File: src/rtl/preg_free_list_if.sv
// preg_free_list_if: rename/retire side handshake bundle for the physical-register free list
interface preg_free_list_if #(
  parameter int NUM_PREGS = 64,
  parameter int NUM_AREGS = 32
);
  localparam int TAG_W = $clog2(NUM_PREGS);
  localparam int DEPTH = NUM_PREGS - NUM_AREGS;
  localparam int CNT_W = $clog2(DEPTH + 1);
  logic             alloc_req;
  logic             alloc_valid;
  logic [TAG_W-1:0] alloc_tag;
  logic             free_en;
  logic [TAG_W-1:0] free_tag;
  logic             commit_en;
  logic             flush;
  logic [CNT_W-1:0] free_count;
  logic             empty;
  logic             full;
  logic             error;
  modport master (
    output alloc_req, free_en, free_tag, commit_en, flush,
    input  alloc_valid, alloc_tag, free_count, empty, full, error
  );
  modport slave (
    input  alloc_req, free_en, free_tag, commit_en, flush,
    output alloc_valid, alloc_tag, free_count, empty, full, error
  );
endinterface

File: src/rtl/preg_free_list.sv
// preg_free_list: circular free list of physical tags with speculative/committed heads for one-cycle flush recovery
module preg_free_list #(
  parameter int NUM_PREGS = 64,
  parameter int NUM_AREGS = 32
) (
  input logic              clk,
  input logic              reset,
  preg_free_list_if.slave  bus
);
  localparam int TAG_W = $clog2(NUM_PREGS);
  localparam int DEPTH = NUM_PREGS - NUM_AREGS;
  localparam int IDX_W = $clog2(DEPTH);
  localparam int CNT_W = $clog2(DEPTH + 1);
  // pointers are {phase, index}; phase toggles each time the index wraps
  logic [TAG_W-1:0] r_entry [DEPTH];
  logic [IDX_W:0]   r_spec, r_commit, r_tail;
  logic             r_error;
  logic [IDX_W:0]   w_spec_nxt, w_commit_nxt, w_tail_nxt;
  logic [CNT_W-1:0] w_count;
  logic             w_alloc, w_free_ok, w_commit_ok, w_free_err, w_commit_err;
  function automatic logic [IDX_W:0] inc(input logic [IDX_W:0] p);
    return (p[IDX_W-1:0] == IDX_W'(DEPTH - 1)) ? {~p[IDX_W], IDX_W'(0)} : p + (IDX_W + 1)'(1);
  endfunction
  always_comb begin
    w_count = (r_tail[IDX_W] == r_spec[IDX_W])
            ? CNT_W'(r_tail[IDX_W-1:0]) - CNT_W'(r_spec[IDX_W-1:0])
            : CNT_W'(DEPTH) + CNT_W'(r_tail[IDX_W-1:0]) - CNT_W'(r_spec[IDX_W-1:0]);
    w_alloc      = bus.alloc_req && bus.alloc_valid;
    w_free_err   = bus.free_en && (w_count == CNT_W'(DEPTH)) && !w_alloc;
    w_free_ok    = bus.free_en && !w_free_err;
    w_commit_err = bus.commit_en && (r_commit == r_spec);
    w_commit_ok  = bus.commit_en && !w_commit_err;
    w_commit_nxt = w_commit_ok ? inc(r_commit) : r_commit;
    w_spec_nxt   = bus.flush ? w_commit_nxt : (w_alloc ? inc(r_spec) : r_spec);
    w_tail_nxt   = w_free_ok ? inc(r_tail) : r_tail;
  end
  assign bus.alloc_valid = !bus.flush && (w_count != '0);
  assign bus.alloc_tag   = r_entry[r_spec[IDX_W-1:0]];
  assign bus.free_count  = w_count;
  assign bus.empty       = (w_count == '0);
  assign bus.full        = (w_count == CNT_W'(DEPTH));
  assign bus.error       = r_error;
  always_ff @(posedge clk) begin
    if (reset) begin
      for (int i = 0; i < DEPTH; i++) r_entry[i] <= TAG_W'(NUM_AREGS + i);
      r_spec   <= '0;
      r_commit <= '0;
      r_tail   <= {1'b1, IDX_W'(0)};
      r_error  <= 1'b0;
    end else begin
      if (w_free_ok) r_entry[r_tail[IDX_W-1:0]] <= bus.free_tag;
      r_spec   <= w_spec_nxt;
      r_commit <= w_commit_nxt;
      r_tail   <= w_tail_nxt;
      r_error  <= r_error || w_free_err || w_commit_err;
    end
  end
endmodule

File: src/flat_wrapper.sv
// flat-port wrapper written by rule: the top's interface ports become plain ports
module preg_free_list_flat 
#(
  parameter int NUM_PREGS = 64,
  parameter int NUM_AREGS = 32
)
  (clk, reset, bus_alloc_req, bus_free_en, bus_free_tag, bus_commit_en, bus_flush, bus_alloc_valid, bus_alloc_tag, bus_free_count, bus_empty, bus_full, bus_error);
  preg_free_list_if #(.NUM_PREGS(NUM_PREGS), .NUM_AREGS(NUM_AREGS)) bus_i ();
  input logic clk;
  input logic reset;
  input wire logic [$bits(bus_i.alloc_req)-1:0] bus_alloc_req;
  input wire logic [$bits(bus_i.free_en)-1:0] bus_free_en;
  input wire logic [$bits(bus_i.free_tag)-1:0] bus_free_tag;
  input wire logic [$bits(bus_i.commit_en)-1:0] bus_commit_en;
  input wire logic [$bits(bus_i.flush)-1:0] bus_flush;
  output wire logic [$bits(bus_i.alloc_valid)-1:0] bus_alloc_valid;
  output wire logic [$bits(bus_i.alloc_tag)-1:0] bus_alloc_tag;
  output wire logic [$bits(bus_i.free_count)-1:0] bus_free_count;
  output wire logic [$bits(bus_i.empty)-1:0] bus_empty;
  output wire logic [$bits(bus_i.full)-1:0] bus_full;
  output wire logic [$bits(bus_i.error)-1:0] bus_error;
  assign bus_i.alloc_req = bus_alloc_req;
  assign bus_i.free_en = bus_free_en;
  assign bus_i.free_tag = bus_free_tag;
  assign bus_i.commit_en = bus_commit_en;
  assign bus_i.flush = bus_flush;
  assign bus_alloc_valid = bus_i.alloc_valid;
  assign bus_alloc_tag = bus_i.alloc_tag;
  assign bus_free_count = bus_i.free_count;
  assign bus_empty = bus_i.empty;
  assign bus_full = bus_i.full;
  assign bus_error = bus_i.error;
  preg_free_list #(.NUM_PREGS(NUM_PREGS), .NUM_AREGS(NUM_AREGS)) u_core (.clk(clk), .reset(reset), .bus(bus_i));
endmodule
File: config.mk
export PLATFORM = sky130hd
export DESIGN_NAME = preg_free_list_flat
export DESIGN_NICKNAME = d
export VERILOG_FILES = /design/src/rtl/preg_free_list_if.sv /design/src/rtl/preg_free_list.sv /design/src/flat_wrapper.sv
export SDC_FILE = /design/constraint.sdc
export NUM_CORES = 1
export LEC_CHECK = 0
export ABC_AREA = 1
export CAP_MARGIN = 30
export CORE_MARGIN = 2
export CORE_UTILIZATION = 40
export CTS_CLUSTER_DIAMETER = 50
export DETAILED_ROUTE_END_ITERATION = 12
export PLACE_DENSITY = 0.68
export SYNTH_ARGS = -nofsm -noshare
export SYNTH_HDL_FRONTEND = slang
export SYNTH_SLANG_ARGS = --single-unit
File: constraint.sdc
create_clock -name clk -period 6 [get_ports clk]
set_input_delay 0.6 -clock clk [delete_from_list [all_inputs] [get_ports clk]]
set_output_delay 0.6 -clock clk [all_outputs]
set_load 0.1 [all_outputs]
# Word-level counts from Yosys, hierarchy flattened
# Memory sizes are Yosys's and may differ from the RTL's. A register that Yosys moved wholly into a read port is not among the register bits.
# Cells that the tools add are included.
[word_totals] reg_bits=19 mem_bits_rw=192 input_bits=12 output_inout_bits=16 elab_cells=54 memories=1
[memory_table] memory="u_core.r_entry" depth=32 width=6 read_ports=1 rd_ports_with_merged_regs=1 wr=32 line_no="preg_free_list.sv:15" rtl="logic [TAG_W-1:0] r_entry [DEPTH];"
[classes] addsub=6 n_eq_ne=6 n_mux=17 n_bitwise=3 n_reduce_logical=17
[op_table] op="$mux W6" count=8
[op_table] op="$add A6 B1 Y6 const B" count=3
[op_table] op="$eq A5 B5 Y1 const B" count=3
[op_table] op="$mux W5" count=3
[op_table] op="$logic_and A1 B1 Y1" count=7
[op_table] op="$add A6 B5 Y6 const A" count=1
[op_table] op="$eq A6 B6 Y1" count=1
[op_table] op="$eq A6 B6 Y1 const B" count=1
[op_table] op="$logic_not A6 Y1" count=1
[op_table] op="$mux W1" count=6
[op_table] op="$reduce_bool A6 Y1" count=1
[op_table] op="$reduce_or A6 Y1" count=1
[op_table] op="$sub A5 B5 Y6" count=1
[op_table] op="$sub A6 B5 Y6" count=1
[op_table] op="$logic_not A1 Y1" count=4
[op_table] op="$not A1 Y1" count=3
[op_table] op="$logic_or A1 B1 Y1" count=2
[op_table] op="$reduce_bool A2 Y1" count=1
[op_table] op="$eq A1 B1 Y1" count=1

# Longest topological paths before layout
# Gate-level depths: netlist of run 1.
[logic_depth] ltp_word=15 ltp_mapped=17 mapped_depth_nobuf=15

# Worst setup path after synthesis of run 1
# Ideal clock, no wire load.
[synth_timing] kind="reg2out" startpoint="reg u_core.r_tail[0]" endpoint="out bus_alloc_valid" t_arrival_ps=4906 required_time_ps=5400 setup_slack_ps=494 stages_incl_launch_ff=11 n_path_buf=0 path_cell_list="dfxtp_1 > inv_1 > ha_1 > fa_1 > xnor2_1 > nor2_1 > nand2_1 > nor2_1 > nand2_1 > inv_1 > nor2_1"
[synth_between] elab_chain_cells=5 elab_cells_between_ends=6 classes_between="add/sub: 3; mux: 1; reduce/logical: 2"
[synth_rtl] element="start: declaration" line_no="preg_free_list.sv:16" rtl="logic [IDX_W:0] r_spec, r_commit, r_tail;"
[synth_rtl] element="start signal: assignment" line_no="preg_free_list.sv:48" rtl="r_tail <= {1'b1, IDX_W'(0)};"
[synth_rtl] element="start signal: assignment" line_no="preg_free_list.sv:54" rtl="r_tail <= w_tail_nxt;"
[synth_rtl] element="$add A6 B5 Y6" line_no="preg_free_list.sv:27" rtl=": CNT_W'(DEPTH) + CNT_W'(r_tail[IDX_W-1:0]) - CNT_W'(r_spec[IDX_W-1:0]);"
[synth_rtl] element="$sub A6 B5 Y6" line_no="preg_free_list.sv:27"
[synth_rtl] element="$mux W6 *" line_no="preg_free_list.sv:26" rtl="? CNT_W'(r_tail[IDX_W-1:0]) - CNT_W'(r_spec[IDX_W-1:0])"
[synth_rtl] element="via bus_free_count[2]" line_no="flat_wrapper.sv:18" rtl="output wire logic [$bits(bus_i.free_count)-1:0] bus_free_count;"
[synth_rtl] element="$reduce_bool A6 Y1 *" line_no="preg_free_list.sv:37" rtl="assign bus.alloc_valid = !bus.flush && (w_count != '0);"
[synth_rtl] element="$logic_and A1 B1 Y1 *" line_no="preg_free_list.sv:37"
[synth_rtl] element="end: declaration" line_no="flat_wrapper.sv:16" rtl="output wire logic [$bits(bus_i.alloc_valid)-1:0] bus_alloc_valid;"
# Mark *: on every way through the listed nets, which the timed path passes. The rest lies on a longest branch.

==> results of run 1 <==
-- cells by family after synthesis --
| kind of cell | Yosys count |
|---|---|
| compound gates | 198 |
| xor+xnor | 9 |
| fa+ha+maj | 16 |
| buf+inv | 141 |
| flops | 216 |
| simple gates | 567 |
-- worst paths after layout --
| path | from | endpoint | slack [ns] | cells past startpoint |
|---|---|---|---|---|
| max | flip-flop | bus_alloc_tag[3] | 1.34 | 9 |
| min | u_core.r_spec[3]$_SDFFE_PP0N_ | u_core.r_spec[3]$_SDFFE_PP0N_ | 0.51 | 2 |
| max reg2reg | u_core.r_tail[0]$_SDFFE_PP0P_ | u_core.r_entry[15][2]$_SDFFCE_PN1P_ | 2.04 | 14 |
| min reg2reg | u_core.r_spec[3]$_SDFFE_PP0N_ | u_core.r_spec[3]$_SDFFE_PP0N_ | 0.51 | 2 |
-- metal layers --
metal	up-vias	GRT usage
met5	-	0
met4	0	0.0571
met3	54	0.0386
met2	414	0.335
met1	4127	0.288
li1	4023	-
-- placed cells by master, fill, tap and decap left out, types with 3 or more instances in the layout --
| cell | instances |
|---|---|
| xor2_1 | 7 |
| o22ai_1 | 16 |
| clkbuf_1 | 3 |
| clkinvlp_4 | 3 |
| nand4_1 | 33 |
| ha_1 | 15 |
| nor3_1 | 3 |
| inv_1 | 46 |
| clkinv_4 | 3 |
| clkdlybuf4s50_1 | 26 |
| nor2_1 | 252 |
| inv_2 | 3 |
| clkbuf_16 | 26 |
| nand3b_1 | 3 |
| clkinv_1 | 6 |
| buf_4 | 14 |
| nand2_1 | 122 |
| o21ai_0 | 114 |
| clkinv_2 | 5 |
| a21oi_1 | 26 |
| a31oi_1 | 7 |
| dfxtp_1 | 23 |
| edfxtp_1 | 192 |
| o221ai_1 | 32 |
| nand3_1 | 147 |
-- through the flow --
step / setup slack [ns] / total power, mW
5_1_grt: 1.16 / 4.05
6_report: 1.34 / 3.93
3_3_place_gp: 1.95 / 2.39
3_5_place_dp: 1.95 / 2.40
2_1_floorplan: 0.494 / 2.22
4_1_cts: 1.39 / 3.93
-- cell usage after synthesis (all sizes together) --
| library cell | n |
|---|---|
| a41oi | 1 |
| ha | 15 |
| a31oi | 7 |
| nor2 | 253 |
| edfxtp | 192 |
| nand4 | 33 |
| clkinv | 3 |
| fa | 1 |
| nand3b | 3 |
| dfxtp | 24 |
| xor2 | 7 |
| a21oi | 26 |
| clkbuf | 67 |
| nand2 | 124 |
| nor3 | 4 |
| inv | 50 |
| nand3 | 148 |
| o21ai | 115 |
| a22oi | 1 |
| or2 | 2 |
| o221ai | 32 |
| xnor2 | 2 |
| buf | 21 |
| o22ai | 16 |
-- power groups by stage --
stage | logic [mW] | clock network (mW) | registers (mW)
after floorplan | 0.494 | 0 | 1.72
after global placement | 0.664 | 0 | 1.72
after detailed placement | 0.675 | 0 | 1.73
after CTS | 0.678 | 1.56 | 1.69
after global routing | 0.735 | 1.62 | 1.70
final | 0.684 | 1.55 | 1.69
-- flip-flops by register name, indices dropped and copies added (netlist names), named ones only --
name              count
u_core.r_tail         6
u_core.r_spec         6
u_core.bus.error      1
u_core.r_entry      192
u_core.r_commit       6
-- worst max-delay path: cells and delay by family (launching register included) --
| family | cells | cell delay (ns) |
|---|---|---|
| buffers and inverters | 3 | 2.26 |
| DFF | 1 | 0.32 |
| and+or+nand+nor | 2 | 0.22 |
| AOI/OAI and AO/OA | 4 | 0.73 |
-- area by class of cell --
type,count,area (um^2),area share
sequential,216,6250,0.519
multi-input combinational,790,3880,0.322
clock buffer,29,662,0.0549
timing repair buffer,44,445,0.0370
tap,335,419,0.0348
inverter,53,199,0.0165
clock inverter,19,194,0.0161
==> metrics.md, run 1 <==
| Metric | Value |
|---|---|
| Total wire length | `29,200 um` |
| Core ar. | `26,200 um^2` |
| Die H | `168 um` |
| # fillers | `2,465` |
| Initial antenna violation count | `0` |
| GPL Wtd Cong | `0.842` |
| HP Class | `reg -> reg` |
| ANT nets after route | `0` |
| Final setup viols | `0` |
| Num rows | `59` |
| I/O pin total | `28` |
| Area contributors post-synth | `edfxtp_1 54%, nor2_1 8.8%, nand3_1 6.9%` |
| Combinational power share | `0.174` |
| Largest family of logic cells by synthesized area | `simple AND/OR/NAND/NOR gates` |
| Kind of start point of the critical path | `flip-flop` |
| Synthesized Nets | `1,175` |
| Slowest stage delay, CP | `1.19 ns` |
| Drt pass-1 iters | `5` |
| Via Count | `8,618` |
| Setup TNS | `0 ns` |
| ANT cells | `0` |
| Layout cells sized above 1 | `0.0634` |
| Clock tree root driver cell | `clkbuf_16` |
| CTS sink count | `216` |
| CP endpoint kind | `primary output` |
| CP Class | `reg -> out` |
| Number of buffers created by CTS | `26` |
| Max Clock Skew | `0.0375 ns` |
| Clk_lat worst skew | `0.55 ns` |
| Post-CTS Hold Fix Bufs | `0` |
| Clk pwr share | `0.394` |
| Power per cell area | `326 nW/um^2` |
| Largest net degree at the start of global routing | `97` |
| Sequential fraction of the synthesis area | `0.582` |
| Number of global-route vias before repair | `8,265` |
| Synth Area in Compound Gates | `0.107` |
| Worst Path Required | `5.40 ns` |
| Fmax | `0.214 GHz` |
| Adder-Cell Fraction of Synth Area | `0.0193` |
| Max Cap Violations | `0` |
| Starting density of the core | `0.410` |
| Cts repair resizes | `0` |
| Switching Share | `0.306` |
| Layout Cells excl Fill | `1,486` |
| FF+latch count, synth | `216` |
| CP max-delay cell | `clkdlybuf4s50_1` |
| H-tree levels | `1` |
| Placed inst area | `11,200 um^2` |
| Leak | `3.95 nW` |
| Yosys cell types | `33` |
| Post-synth top area share | `0.537` |
| P_int | `2.72 mW` |
| DRT iter0 DRCs | `1,148` |
| Most frequent CP cell | `o21ai_0` |
| Total GRT Usage | `0.207` |
| WP data arrival | `4.06 ns` |
| Largest fanout on the critical path | `62` |
| Post-DR wirelength/cell | `19.7 um` |
| Post-CTS Setup Bufs | `0` |
| Slew headroom | `0.329` |
| Yosys warning total | `0` |
| Max layer used | `met4` |
| Die W | `168 um` |
| Routed vias/inst | `5.80` |
| Maximum VDD drop | `0.308 mV` |
| Synth Area in XOR/XNOR | `0.00734` |
| Sequential Power Share | `0.431` |
| Port Buf Inserts | `27` |
| DP HPWL | `17,600 um` |
| Worst-Margin Slew | `1.00 ns` |
| Post-Synth Simple-Gate Area | `0.228` |
| First-pass GRT wire length | `45,900 um` |
| Post-synthesis mux area share | `0` |
| CTS tree | `built` |
| Fin crit share | `0.777` |
| Status | `finished, final reports clean` |
| Post-Layout Inst Area | `12,000 um^2` |
| Sw Pwr | `1.20 mW` |
| Fin nets | `1,159` |
| Final Hold Viols | `0` |
| Max-slew violations | `0` |
| Worst-path clk slew | `0.06 ns` |
| Wire length on met1 | `12,400 um` |
| Met2 WL | `13,600 um` |
| Min Hold Slack | `0.513 ns` |
| Crit-path cells | `inv_2, buf_4, o21ai_0, o221ai_1, nand3_1, o21ai_0, nor2_1, a31oi_1, clkdlybuf4s50_1` |
| RSZ-0062 raised after global routing | `false` |
| Cells after Synth | `1,147` |
| Synth-to-Final Area Change | `12.2%` |
| Global route overflow | `0` |
| Total die area | `28,200 um^2` |
| Mean Syn Cell Area | `9.36 um^2` |
| Cell taking the most area after synthesis | `edfxtp_1` |
| Dpl cells | `1,437` |
| Netlist Area Pre-Place | `10,700 um^2` |
| Worst-case clock buffer depth | `3` |
| Post-layout util | `0.460` |
| Post-route DRC | `0` |
| WL met3 | `2520 um` |
| Final Critical Period | `4.66 ns` |
No activity file was read; power rests on OpenSTA's default activity.
==> run 2, diff against run 1 <==
Settings changed: PLACE_DENSITY 0.68 to 0.7.
Clock period 6 ns to 3.95 ns, I/O delays scaled along.
==> run 2 against run 1 <==
Via count grew 1.5%. Power increased by 57%. Largest cell class unchanged. Critical endpoint is now u_core.r_entry[3][5]$_SDFFCE_PN1P_. Clock skew is 0.015 ns lower. Highest routed layer unchanged. Count of clock-buffer cells in the layout up 5. Cell count rose by 0.61%. Critical path type is now reg -> reg. Sequential power increased by 53%. Die area stayed put.
==> metrics.md, run 2 (synthesized netlist as in run 1, its figures left out) <==
| Metric | Value |
|---|---|
| Final setup viols | `0` |
| Number of global-route vias before repair | `8,562` |
| Initial antenna violation count | `0` |
| Largest register FFs | `192` |
| Leak | `4.07 nW` |
| Synth-to-Final Area Change | `13.9%` |
| Most frequent cells in the layout | `251 x nor2_1, 192 x edfxtp_1, 147 x nand3_1, 122 x nand2_1, 114 x o21ai_0` |
| Clk pwr share | `0.407` |
| DP HPWL | `18,000 um` |
| Max Cap Violations | `0` |
| Maximum VDD drop | `0.355 mV` |
| Max Clock Skew | `0.0222 ns` |
| CTS tree | `built` |
| Layout cells sized above 1 | `0.0828` |
| Die H | `168 um` |
| I/O pin total | `28` |
| Worst-case clock buffer depth | `3` |
| Fmax | `0.282 GHz` |
| ANT nets after route | `0` |
| First-pass GRT wire length | `45,300 um` |
| Post-Layout Inst Area | `12,200 um^2` |
| Clk_lat worst skew | `0.55 ns` |
| Number of buffers created by CTS | `27` |
| P_int | `4.32 mW` |
| Kind of start point of the critical path | `flip-flop` |
| Switching Share | `0.298` |
| CP endpoint kind | `flip-flop` |
| Core ar. | `26,200 um^2` |
| WP data arrival | `3.81 ns` |
| GPL Wtd Cong | `0.895` |
| Combinational power share | `0.175` |
| Post-CTS Hold Fix Bufs | `0` |
| Cts repair resizes | `0` |
| Drt pass-1 iters | `7` |
| Num rows | `59` |
| Most flop-heavy register | `u_core.r_entry` |
| Dpl cells | `1,445` |
| Worst Path Required | `4.21 ns` |
| Post-CTS Setup Bufs | `0` |
| Max-slew violations | `0` |
| Worst-path clk slew | `0.06 ns` |
| CTS sink count | `216` |
| Most common cell after layout, fill and taps aside | `nor2_1` |
| Power per cell area | `504 nW/um^2` |
| Sequential Power Share | `0.419` |
| CP max-delay cell | `fa_1` |
| Port Buf Inserts | `27` |
| Total wire length | `28,200 um` |
| Crit-path cells | `inv_1, ha_1, fa_1, o21ai_2, xor2_4, nor2_1, nand2_1, nand3_2, nand2_4, nand2_2, nor2_4, buf_12, nand3_1` |
| Status | `finished, final reports clean` |
| Slowest stage delay, CP | `0.45 ns` |
| Fin nets | `1,167` |
| Final Hold Viols | `0` |
| H-tree levels | `1` |
| Worst-Margin Slew | `0.971 ns` |
| ANT cells | `0` |
| DRT iter0 DRCs | `823` |
| Fin crit share | `0.899` |
| RSZ-0062 raised after global routing | `false` |
| Placed inst area | `11,300 um^2` |
| Final Critical Period | `3.55 ns` |
| Starting density of the core | `0.410` |
| Routed vias/inst | `5.85` |
| Post-DR wirelength/cell | `18.9 um` |
| Die W | `168 um` |
| Largest net degree at the start of global routing | `113` |
| Clock tree root driver cell | `clkbuf_16` |
| Global route overflow | `0` |
| Largest fanout on the critical path | `112` |
| CP Class | `reg -> reg` |
| Total die area | `28,200 um^2` |
| Via Count | `8,746` |
| Total GRT Usage | `0.200` |
| Layout Cells excl Fill | `1,495` |
| Sw Pwr | `1.84 mW` |
| Min Hold Slack | `0.334 ns` |
| Slew headroom | `0.351` |
| HP Class | `in -> reg` |
| Setup TNS | `0 ns` |
| Post-route DRC | `0` |
-- run 2: worst paths after layout --
| path | startpoint | endpoint | slack [ns] | depth (start not counted) |
|---|---|---|---|---|
| worst max-delay path | u_core.r_tail[0]$_SDFFE_PP0P_ | u_core.r_entry[3][5]$_SDFFCE_PN1P_ | 0.40 | 13 |
| worst min-delay path | bus_free_en | u_core.r_tail[5]$_SDFFE_PP1P_ | 0.33 | 6 |
| worst max register to register | u_core.r_tail[0]$_SDFFE_PP0P_ | u_core.r_entry[3][5]$_SDFFCE_PN1P_ | 0.40 | 13 |
| worst min register to register | u_core.r_tail[5]$_SDFFE_PP1P_ | u_core.r_tail[5]$_SDFFE_PP1P_ | 0.51 | 2 |
-- run 2: final cells by class --
type                            instances  area [um^2]
Fill cell                            2374        14000
Clock buffer                           34          722
Timing Repair Buffer                   51          523
Multi-Input combinational cell        790         3920
Tap cell                              335          419
Clock inverter                         16          196
Sequential cell                       216         6250
Inverter                               53          199
-- run 2: worst max-delay path: cells and delay by family (launching register included) --
kind                     cells  cell delay (ns)
AO/OA/AOI/OAI                1             0.30
XOR/XNOR                     1             0.18
adder cells (fa/ha/maj)      2             0.71
buffers and inverters        2             0.51
flip-flops                   1             0.38
AND/OR/NAND/NOR              7             1.12
-- run 2: metrics by stage --
| stage | utilization | power (mW) | setup slack, ns |
|---|---|---|---|
| after global placement | 0.431 | 3.68 | 0.592 |
| final | 0.466 | 6.15 | 0.399 |
| after detailed placement | 0.431 | 3.69 | 0.432 |
| after CTS | 0.466 | 6.16 | 0.418 |
| after floorplan | - | 3.38 | 0.0731 |
| after global routing | 0.466 | 6.32 | 0.156 |
-- run 2: power by group through the flow --
| stage | registers, mW | logic (mW) | clock network [mW] |
|---|---|---|---|
| 2_1_floorplan | 2.62 | 0.763 | 0 |
| 3_3_place_gp | 2.62 | 1.06 | 0 |
| 3_5_place_dp | 2.62 | 1.07 | 0 |
| 4_1_cts | 2.58 | 1.07 | 2.52 |
| 5_1_grt | 2.58 | 1.15 | 2.59 |
| 6_report | 2.58 | 1.08 | 2.50 |
-- run 2: metal layers --
metal / GRT usage / up-vias / wire (um)
li1: - / 4058 / -
met1: 0.266 / 4198 / 11700
met2: 0.341 / 431 / 13500
met3: 0.0249 / 59 / 2180
met4: 0.0677 / 0 / 795
met5: 0 / - / 0
